==> src/rtl/fft_energy_pkg.sv <==
// Shared types and default widths for the FFT unload power accumulator.
package fft_energy_pkg;
  typedef enum logic {
    COLLECT = 1'b0,
    REPORT  = 1'b1
  } state_e;

  localparam int DATA_W_DEF      = 16;
  localparam int NFFT_LOG2_DEF   = 10;
  localparam int FRAMES_LOG2_DEF = 3;
  localparam int ACC_W_DEF       = 48;
  // carry bit above the accumulator used to detect saturation
  localparam int SAT_GUARD_W     = 1;
endpackage

==> src/rtl/power_square_pipe.sv <==
// Two-stage |X|^2 pipeline: squares, then sum; dv/last/index travel alongside.
module power_square_pipe
  import fft_energy_pkg::*;
#(
  parameter int DATA_W    = DATA_W_DEF,
  parameter int NFFT_LOG2 = NFFT_LOG2_DEF
) (
  input  logic                 clock,
  input  logic                 reset,
  input  logic                 dv_i,
  input  logic                 last_i,
  input  logic [NFFT_LOG2-1:0] index_i,
  input  logic [DATA_W-1:0]    re_i,
  input  logic [DATA_W-1:0]    im_i,
  output logic                 dv_o,
  output logic                 last_o,
  output logic [NFFT_LOG2-1:0] index_o,
  output logic [2*DATA_W:0]    power_o
);
  logic signed [2*DATA_W-1:0] re_prod, im_prod;
  logic [2*DATA_W-1:0]        re_sq_q, im_sq_q;
  logic                       dv1_q, last1_q, dv2_q, last2_q;
  logic [NFFT_LOG2-1:0]       idx1_q, idx2_q;
  logic [2*DATA_W:0]          power_q;

  // a signed square is never negative, so the product reinterprets as unsigned
  assign re_prod = $signed(re_i) * $signed(re_i);
  assign im_prod = $signed(im_i) * $signed(im_i);

  always_ff @(posedge clock or posedge reset) begin
    if (reset) begin
      re_sq_q <= '0;
      im_sq_q <= '0;
      dv1_q   <= 1'b0;
      last1_q <= 1'b0;
      idx1_q  <= '0;
      power_q <= '0;
      dv2_q   <= 1'b0;
      last2_q <= 1'b0;
      idx2_q  <= '0;
    end else begin
      re_sq_q <= $unsigned(re_prod);
      im_sq_q <= $unsigned(im_prod);
      dv1_q   <= dv_i;
      last1_q <= last_i;
      idx1_q  <= index_i;
      power_q <= {1'b0, re_sq_q} + {1'b0, im_sq_q};
      dv2_q   <= dv1_q;
      last2_q <= last1_q;
      idx2_q  <= idx1_q;
    end
  end

  assign dv_o    = dv2_q;
  assign last_o  = last2_q;
  assign index_o = idx2_q;
  assign power_o = power_q;
endmodule

==> src/rtl/fft_unload_power_accumulator.sv <==
// Averages |X|^2 band energy over 2^FRAMES_LOG2 frames and reports it with a valid/ack handshake.
// Optional BIN_MASK_EN adds bin_lo/bin_hi to restrict which bins accumulate.
module fft_unload_power_accumulator
  import fft_energy_pkg::*;
#(
  parameter int DATA_W      = DATA_W_DEF,
  parameter int NFFT_LOG2   = NFFT_LOG2_DEF,
  parameter int FRAMES_LOG2 = FRAMES_LOG2_DEF,
  parameter int ACC_W       = ACC_W_DEF
) (
  input  logic                 clock,
  input  logic                 reset,
  input  logic                 dv_fft_core,
  input  logic [DATA_W-1:0]    xk_re,
  input  logic [DATA_W-1:0]    xk_im,
  input  logic [NFFT_LOG2-1:0] xk_index,
  input  logic [ACC_W-1:0]     threshold,
  input  logic                 frame_ack,
`ifdef BIN_MASK_EN
  input  logic [NFFT_LOG2-1:0] bin_lo,
  input  logic [NFFT_LOG2-1:0] bin_hi,
`endif
  output logic [ACC_W-1:0]     energy_out,
  output logic                 energy_valid,
  output logic                 detect,
  output logic                 busy,
  output logic                 dropped_frame,
  output logic                 overflow
);
  localparam int SUM_W  = ACC_W + SAT_GUARD_W;
  localparam int PW_W   = 2*DATA_W + 1;
  localparam int FCNT_W = FRAMES_LOG2 + 1;
  localparam logic [NFFT_LOG2-1:0] LAST_IDX = '1;
  localparam logic [FCNT_W-1:0]    FRAME_TC = FCNT_W'((1 << FRAMES_LOG2) - 1);

  state_e               state_q, state_d;
  logic [ACC_W-1:0]     acc_q, acc_d, thr_q, thr_d;
  logic [FCNT_W-1:0]    fcnt_q, fcnt_d;
  logic                 in_frame_q, in_frame_d;
  logic                 ovf_q, ovf_d;
  logic                 drop_q, drop_d;

  logic                 last_in, pipe_dv;
  logic [DATA_W-1:0]    re_m, im_m;
  logic                 dv2, last2;
  logic [NFFT_LOG2-1:0] idx2;
  logic [PW_W-1:0]      pw2;
  logic [SUM_W-1:0]     sum;
  logic                 accept;

  assign last_in = dv_fft_core && (xk_index == LAST_IDX);
  // samples arriving during REPORT never enter the pipe, so nothing stale survives the ack
  assign pipe_dv = dv_fft_core && (state_q == COLLECT);

`ifdef BIN_MASK_EN
  logic [NFFT_LOG2-1:0] lo_q, hi_q, lo_eff, hi_eff;
  logic                 frame_start, in_band;

  assign frame_start = dv_fft_core && (xk_index == '0);
  assign lo_eff      = frame_start ? bin_lo : lo_q;
  assign hi_eff      = frame_start ? bin_hi : hi_q;
  assign in_band     = (xk_index >= lo_eff) && (xk_index <= hi_eff);
  // out-of-band bins still flow through for frame tracking but contribute zero power
  assign re_m        = in_band ? xk_re : '0;
  assign im_m        = in_band ? xk_im : '0;

  always_ff @(posedge clock or posedge reset) begin
    if (reset) begin
      lo_q <= '0;
      hi_q <= '0;
    end else if (frame_start) begin
      lo_q <= bin_lo;
      hi_q <= bin_hi;
    end
  end
`else
  assign re_m = xk_re;
  assign im_m = xk_im;
`endif

  power_square_pipe #(
    .DATA_W   (DATA_W),
    .NFFT_LOG2(NFFT_LOG2)
  ) u_pipe (
    .clock  (clock),
    .reset  (reset),
    .dv_i   (pipe_dv),
    .last_i (last_in),
    .index_i(xk_index),
    .re_i   (re_m),
    .im_i   (im_m),
    .dv_o   (dv2),
    .last_o (last2),
    .index_o(idx2),
    .power_o(pw2)
  );

  assign sum    = SUM_W'(acc_q) + SUM_W'(pw2);
  assign accept = (state_q == COLLECT) && dv2 && (in_frame_q || (idx2 == '0));

  always_comb begin
    state_d    = state_q;
    acc_d      = acc_q;
    thr_d      = thr_q;
    fcnt_d     = fcnt_q;
    in_frame_d = in_frame_q;
    ovf_d      = ovf_q;
    drop_d     = (state_q == REPORT) && last_in;
    case (state_q)
      COLLECT: begin
        if (accept) begin
          if (sum[ACC_W]) begin
            acc_d = '1;
            ovf_d = 1'b1;
          end else begin
            acc_d = sum[ACC_W-1:0];
          end
          in_frame_d = !last2;
          if (last2) begin
            fcnt_d = fcnt_q + 1'b1;
            if (fcnt_q == FRAME_TC) begin
              state_d = REPORT;
              thr_d   = threshold;
            end
          end
        end
      end
      REPORT: begin
        if (frame_ack) begin
          acc_d      = '0;
          fcnt_d     = '0;
          ovf_d      = 1'b0;
          in_frame_d = 1'b0;
          state_d    = COLLECT;
        end
      end
      default: state_d = COLLECT;
    endcase
  end

  always_ff @(posedge clock or posedge reset) begin
    if (reset) begin
      state_q    <= COLLECT;
      acc_q      <= '0;
      thr_q      <= '0;
      fcnt_q     <= '0;
      in_frame_q <= 1'b0;
      ovf_q      <= 1'b0;
      drop_q     <= 1'b0;
    end else begin
      state_q    <= state_d;
      acc_q      <= acc_d;
      thr_q      <= thr_d;
      fcnt_q     <= fcnt_d;
      in_frame_q <= in_frame_d;
      ovf_q      <= ovf_d;
      drop_q     <= drop_d;
    end
  end

  assign energy_valid  = (state_q == REPORT);
  assign busy          = energy_valid;
  assign energy_out    = energy_valid ? (acc_q >> FRAMES_LOG2) : '0;
  assign detect        = energy_valid && (energy_out > thr_q);
  assign dropped_frame = drop_q;
  assign overflow      = ovf_q;
endmodule

==> config.mk <==
export PLATFORM = sky130hd
export DESIGN_NAME = fft_unload_power_accumulator
export DESIGN_NICKNAME = d
export VERILOG_FILES = /design/src/rtl/fft_energy_pkg.sv /design/src/rtl/power_square_pipe.sv /design/src/rtl/fft_unload_power_accumulator.sv
export SDC_FILE = /design/constraint.sdc
export NUM_CORES = 2
export LEC_CHECK = 0
export ABC_AREA = 1
export BUFFER_PORTS_ARGS = -buffer_cell sky130_fd_sc_hd__buf_2
export CAP_MARGIN = 20
export CORE_MARGIN = 5
export CORE_UTILIZATION = 50
export DETAILED_ROUTE_END_ITERATION = 10
export GPL_ROUTABILITY_DRIVEN = 0
export PLACE_DENSITY = 0.71
export SYNTH_ARGS = -nofsm -noshare
export SYNTH_HDL_FRONTEND = slang
export SYNTH_SLANG_ARGS = --single-unit
==> constraint.sdc <==
create_clock -name clock -period 7.7 [get_ports clock]
set_input_delay 0.385 -clock clock [delete_from_list [all_inputs] [get_ports clock]]
set_output_delay 0.385 -clock clock [all_outputs]
set_load 0.05 [all_outputs]
==> flow_metrics.py <==
metrics = {
    "status": {
        "status": "finished with violations",
        "violations": "negative hold slack",
    },
    "timing": {
        "slew_viol_final": 0,
        "finalClockSkew_ns": 0.0122,
        "hold_slack_ns": -0.0210,
        "finalHoldViolCount": 14,
        "period_minus_slack_ns": 5.70,
        "tightest_slew_ns": 0.925,
        "finalCritPeriodShare_pct": 74.0,
        "slew_headroom_pct": 38.3,
        "fin_tns_setup_ns": 0,
        "fmax_mhz": 175,
        "setup_viol": 0,
        "rsz0062_at_grt": "false",
    },
    "yosys": {
        "netlist_instances": 4157,
        "synth_warnings": 0,
        "ys_ff_latch": 223,
        "synthArstFlopShare_pct": 100,
        "yosysTopAreaCellShare_pct": 28.7,
        "synth_largest_area_cell": "fa_1",
        "synth_edf_count": 0,
        "ys_types": 48,
        "synth_common_cells": "inv_1, nand2_1, fa_1",
        "syn_avg_cell_area_um2": 7.87,
        "netlist_top_cells_area": "fa_1, dfrtp_1, inv_1",
        "ys_seq_area_share_pct": 17.1,
        "yosys_most_used_dff": "dfrtp_1",
        "yosysMostFrequentCell": "inv_1",
        "netlist_area_um2": 32700,
    },
    "floorplanning": {
        "row_count": 93,
        "die-height_um": 266,
        "die_w_um": 266,
        "core_um2": 64700,
        "io_pins": 147,
        "dieArea_um2": 70700,
        "start_util_pct": 50.6,
    },
    "worst_setup_path": {
        "cpMostUsedCell": "fa_1",
        "critPathTopFamily": "adder cells",
        "path_class": "in -> reg",
        "path_max_fanout": 24,
        "path_cells": "buf_2 -> clkinv_1 -> nor2_1 -> fa_1 -> fa_1 -> inv_1 -> fa_1 -> inv_1 -> fa_1 -> fa_1 -> inv_1 -> fa_1 -> inv_1 -> ha_1 -> a21oi_1 -> o21ai_0 -> a21oi_1 -> o21ai_0 -> nor2_1 -> inv_1 -> nand2_1 -> nand2_1",
        "cpMaxStageDelayCell": "fa_1",
        "endpoint_kind": "flop",
        "path_buf_inv": 7,
        "worst-r2r-setup-slack_ns": 4.31,
        "critPathMaxStageDelay_ns": 0.55,
        "crit_arrival_ns": 6.13,
        "rr_endpoint": "thr_q[27]",
        "startpoint_type": "input pin",
        "r2r_cells": 11,
        "crit_required_ns": 8.14,
        "r2r-start": "u_pipe.index_o[3]",
    },
    "layout": {
        "num_antenna_cells": 0,
        "areaGrowthSynthToFinish_pct": 7.11,
        "fin_util_pct": 54.2,
        "final_layout_size_suffix_gt1_share_pct": 7.34,
        "nets": 5101,
    },
    "clock_tree": {
        "cts_made_buffers": 25,
        "cts_tree": "done",
        "worstSkewPairLatency_ns": 0.55,
        "ctsResizeCount": 0,
        "clockBufferDepth": 3,
        "ctsRootBufferMaster": "clkbuf_16",
        "clkTransAtPathRegs_ns": 0.06,
        "htreeDepth": 1,
        "cts_sinks": 223,
    },
    "global_routing": {
        "grt_max_degree": 114,
        "grt_pass1_vias": 26600,
        "antenna_found_initial": 0,
        "track_usage_pct": 22.1,
        "grt_pass1_wl_um": 130000,
        "gr-total-overflow": 0,
    },
    "drt": {
        "dr.first_iter.drc_count": 1725,
        "num_vias": 25800,
        "drt_wl_total_um": 76600,
        "wire_per_inst_um": 15.0,
        "ant_nets": 0,
        "vias_per_cell": 5.04,
        "dr.pass1.iters": 6,
        "drc": 0,
    },
    "hold_path": {
        "min_path_type": "in -> async",
    },
    "placement": {
        "port_buffers": 143,
        "dp_hpwl_um": 64800,
    },
    "job": {
        "drv_cap": 0,
    },
}
layout make-up:
type / instances / area [um^2]
Clock inverter: 20 / 213
Clock buffer: 26 / 639
Sequential cell: 223 / 5580
Inverter: 1080 / 4060
Multi-Input combinational cell: 2755 / 22600
Tap cell: 855 / 1070
Timing Repair Buffer: 160 / 868
Fill cell: 6144 / 29600
layer usage:
layer  track usage, %  wire (um)
met5                0          0
met1             29.2      32000
met4             6.51       2530
met3             1.88       3840
met2             39.2      38300
repair_timing:
item                      in CTS  in global routing
hold endpoints to repair      10                  0
buffers inserted               0                  0
hold buffers                  10                  0
sequential cells by signal (all words and copies together), names as in the netlist:
name	count
u_pipe.idx1_q	10
busy	1
u_pipe.index_o	10
overflow	1
u_pipe.power_o	33
fcnt_q	4
u_pipe.last_o	1
u_pipe.dv_o	1
in_frame_q	1
thr_q	48
u_pipe.last1_q	1
acc_q	48
u_pipe.im_sq_q	31
u_pipe.dv1_q	1
u_pipe.re_sq_q	31
dropped_frame	1
cells by family (layout without fill, tap and decap cells):
| kind of cell | after synthesis | after routing | share of synthesized area (%) |
|---|---|---|---|
| flip-flops | 223 | 223 | 17.1 |
| AND/OR/NAND/NOR | 1503 | 1503 | 19.1 |
| AO/OA/AOI/OAI | 352 | 352 | 6.42 |
| other | 1 | 3 | 0.0115 |
| XOR/XNOR | 134 | 134 | 3.59 |
| adder cells (fa/ha/maj) | 762 | 762 | 39.9 |
| multiplexers | 1 | 1 | 0.0344 |
| buffers and inverters | 1181 | 1286 | 13.9 |
through the flow:
step / area (um^2) / cells / setup WS (ns)
3_3_place_gp: 34100 / 5063 / 1.55
4_1_cts: 35100 / 5119 / 2.00
6_report: 35100 / 5119 / 2.00
3_5_place_dp: 34100 / 5063 / 1.43
5_1_grt: 35100 / 5119 / 1.57
2_1_floorplan: 32700 / 4159 / 1.21
worst max-delay path by stage:
stage / start / to / slack (ns) / cells after the start
after floorplan: reset / acc_q[0] / 1.21 / 1
after global placement: xk_re[15] / u_pipe.re_sq_q[31] / 1.55 / 22
after detailed placement: xk_re[15] / u_pipe.re_sq_q[31] / 1.43 / 22
after CTS: xk_re[15] / u_pipe.re_sq_q[31] / 2.00 / 22
after global routing: xk_im[15] / u_pipe.im_sq_q[31] / 1.57 / 22
final: xk_re[15] / u_pipe.re_sq_q[31] / 2.00 / 22
layout by cell type (no fill, tap or decap), drive strengths merged:
| master | netlist | layout |
|---|---|---|
| o21bai | 17 | 17 |
| conb | 1 | 3 |
| a21o | 13 | 13 |
| o21a | 3 | 3 |
| dfrtp | 223 | 223 |
| and3 | 1 | 1 |
| mux2 | 1 | 1 |
| nand3b | 9 | 9 |
| a21oi | 202 | 202 |
| o211ai | 9 | 9 |
| nand4 | 32 | 32 |
| a211oi | 3 | 3 |
| buf | 25 | 150 |
| dlygate4sd3 | 0 | 10 |
| a21boi | 6 | 6 |
| nand3 | 190 | 190 |
| clkbuf | 76 | 26 |
| nand2 | 941 | 941 |
| ha | 293 | 293 |
| o21ai | 81 | 81 |
| nor3 | 38 | 38 |
| nor2 | 277 | 277 |
| xnor2 | 39 | 39 |
| a31oi | 9 | 9 |
| fa | 469 | 469 |
| nor4 | 4 | 4 |
| o21ba | 1 | 1 |
| clkinvlp | 0 | 4 |
| nor4b | 1 | 1 |
| xor2 | 95 | 95 |
| inv | 1077 | 1086 |
| or2 | 10 | 10 |
| o31ai | 2 | 2 |
| a31o | 6 | 6 |
| bufinv | 0 | 2 |
| clkinv | 3 | 8 |
Power is not shown: default switching activity piles up to over one toggle a cycle in this logic, so the estimate is an artifact.
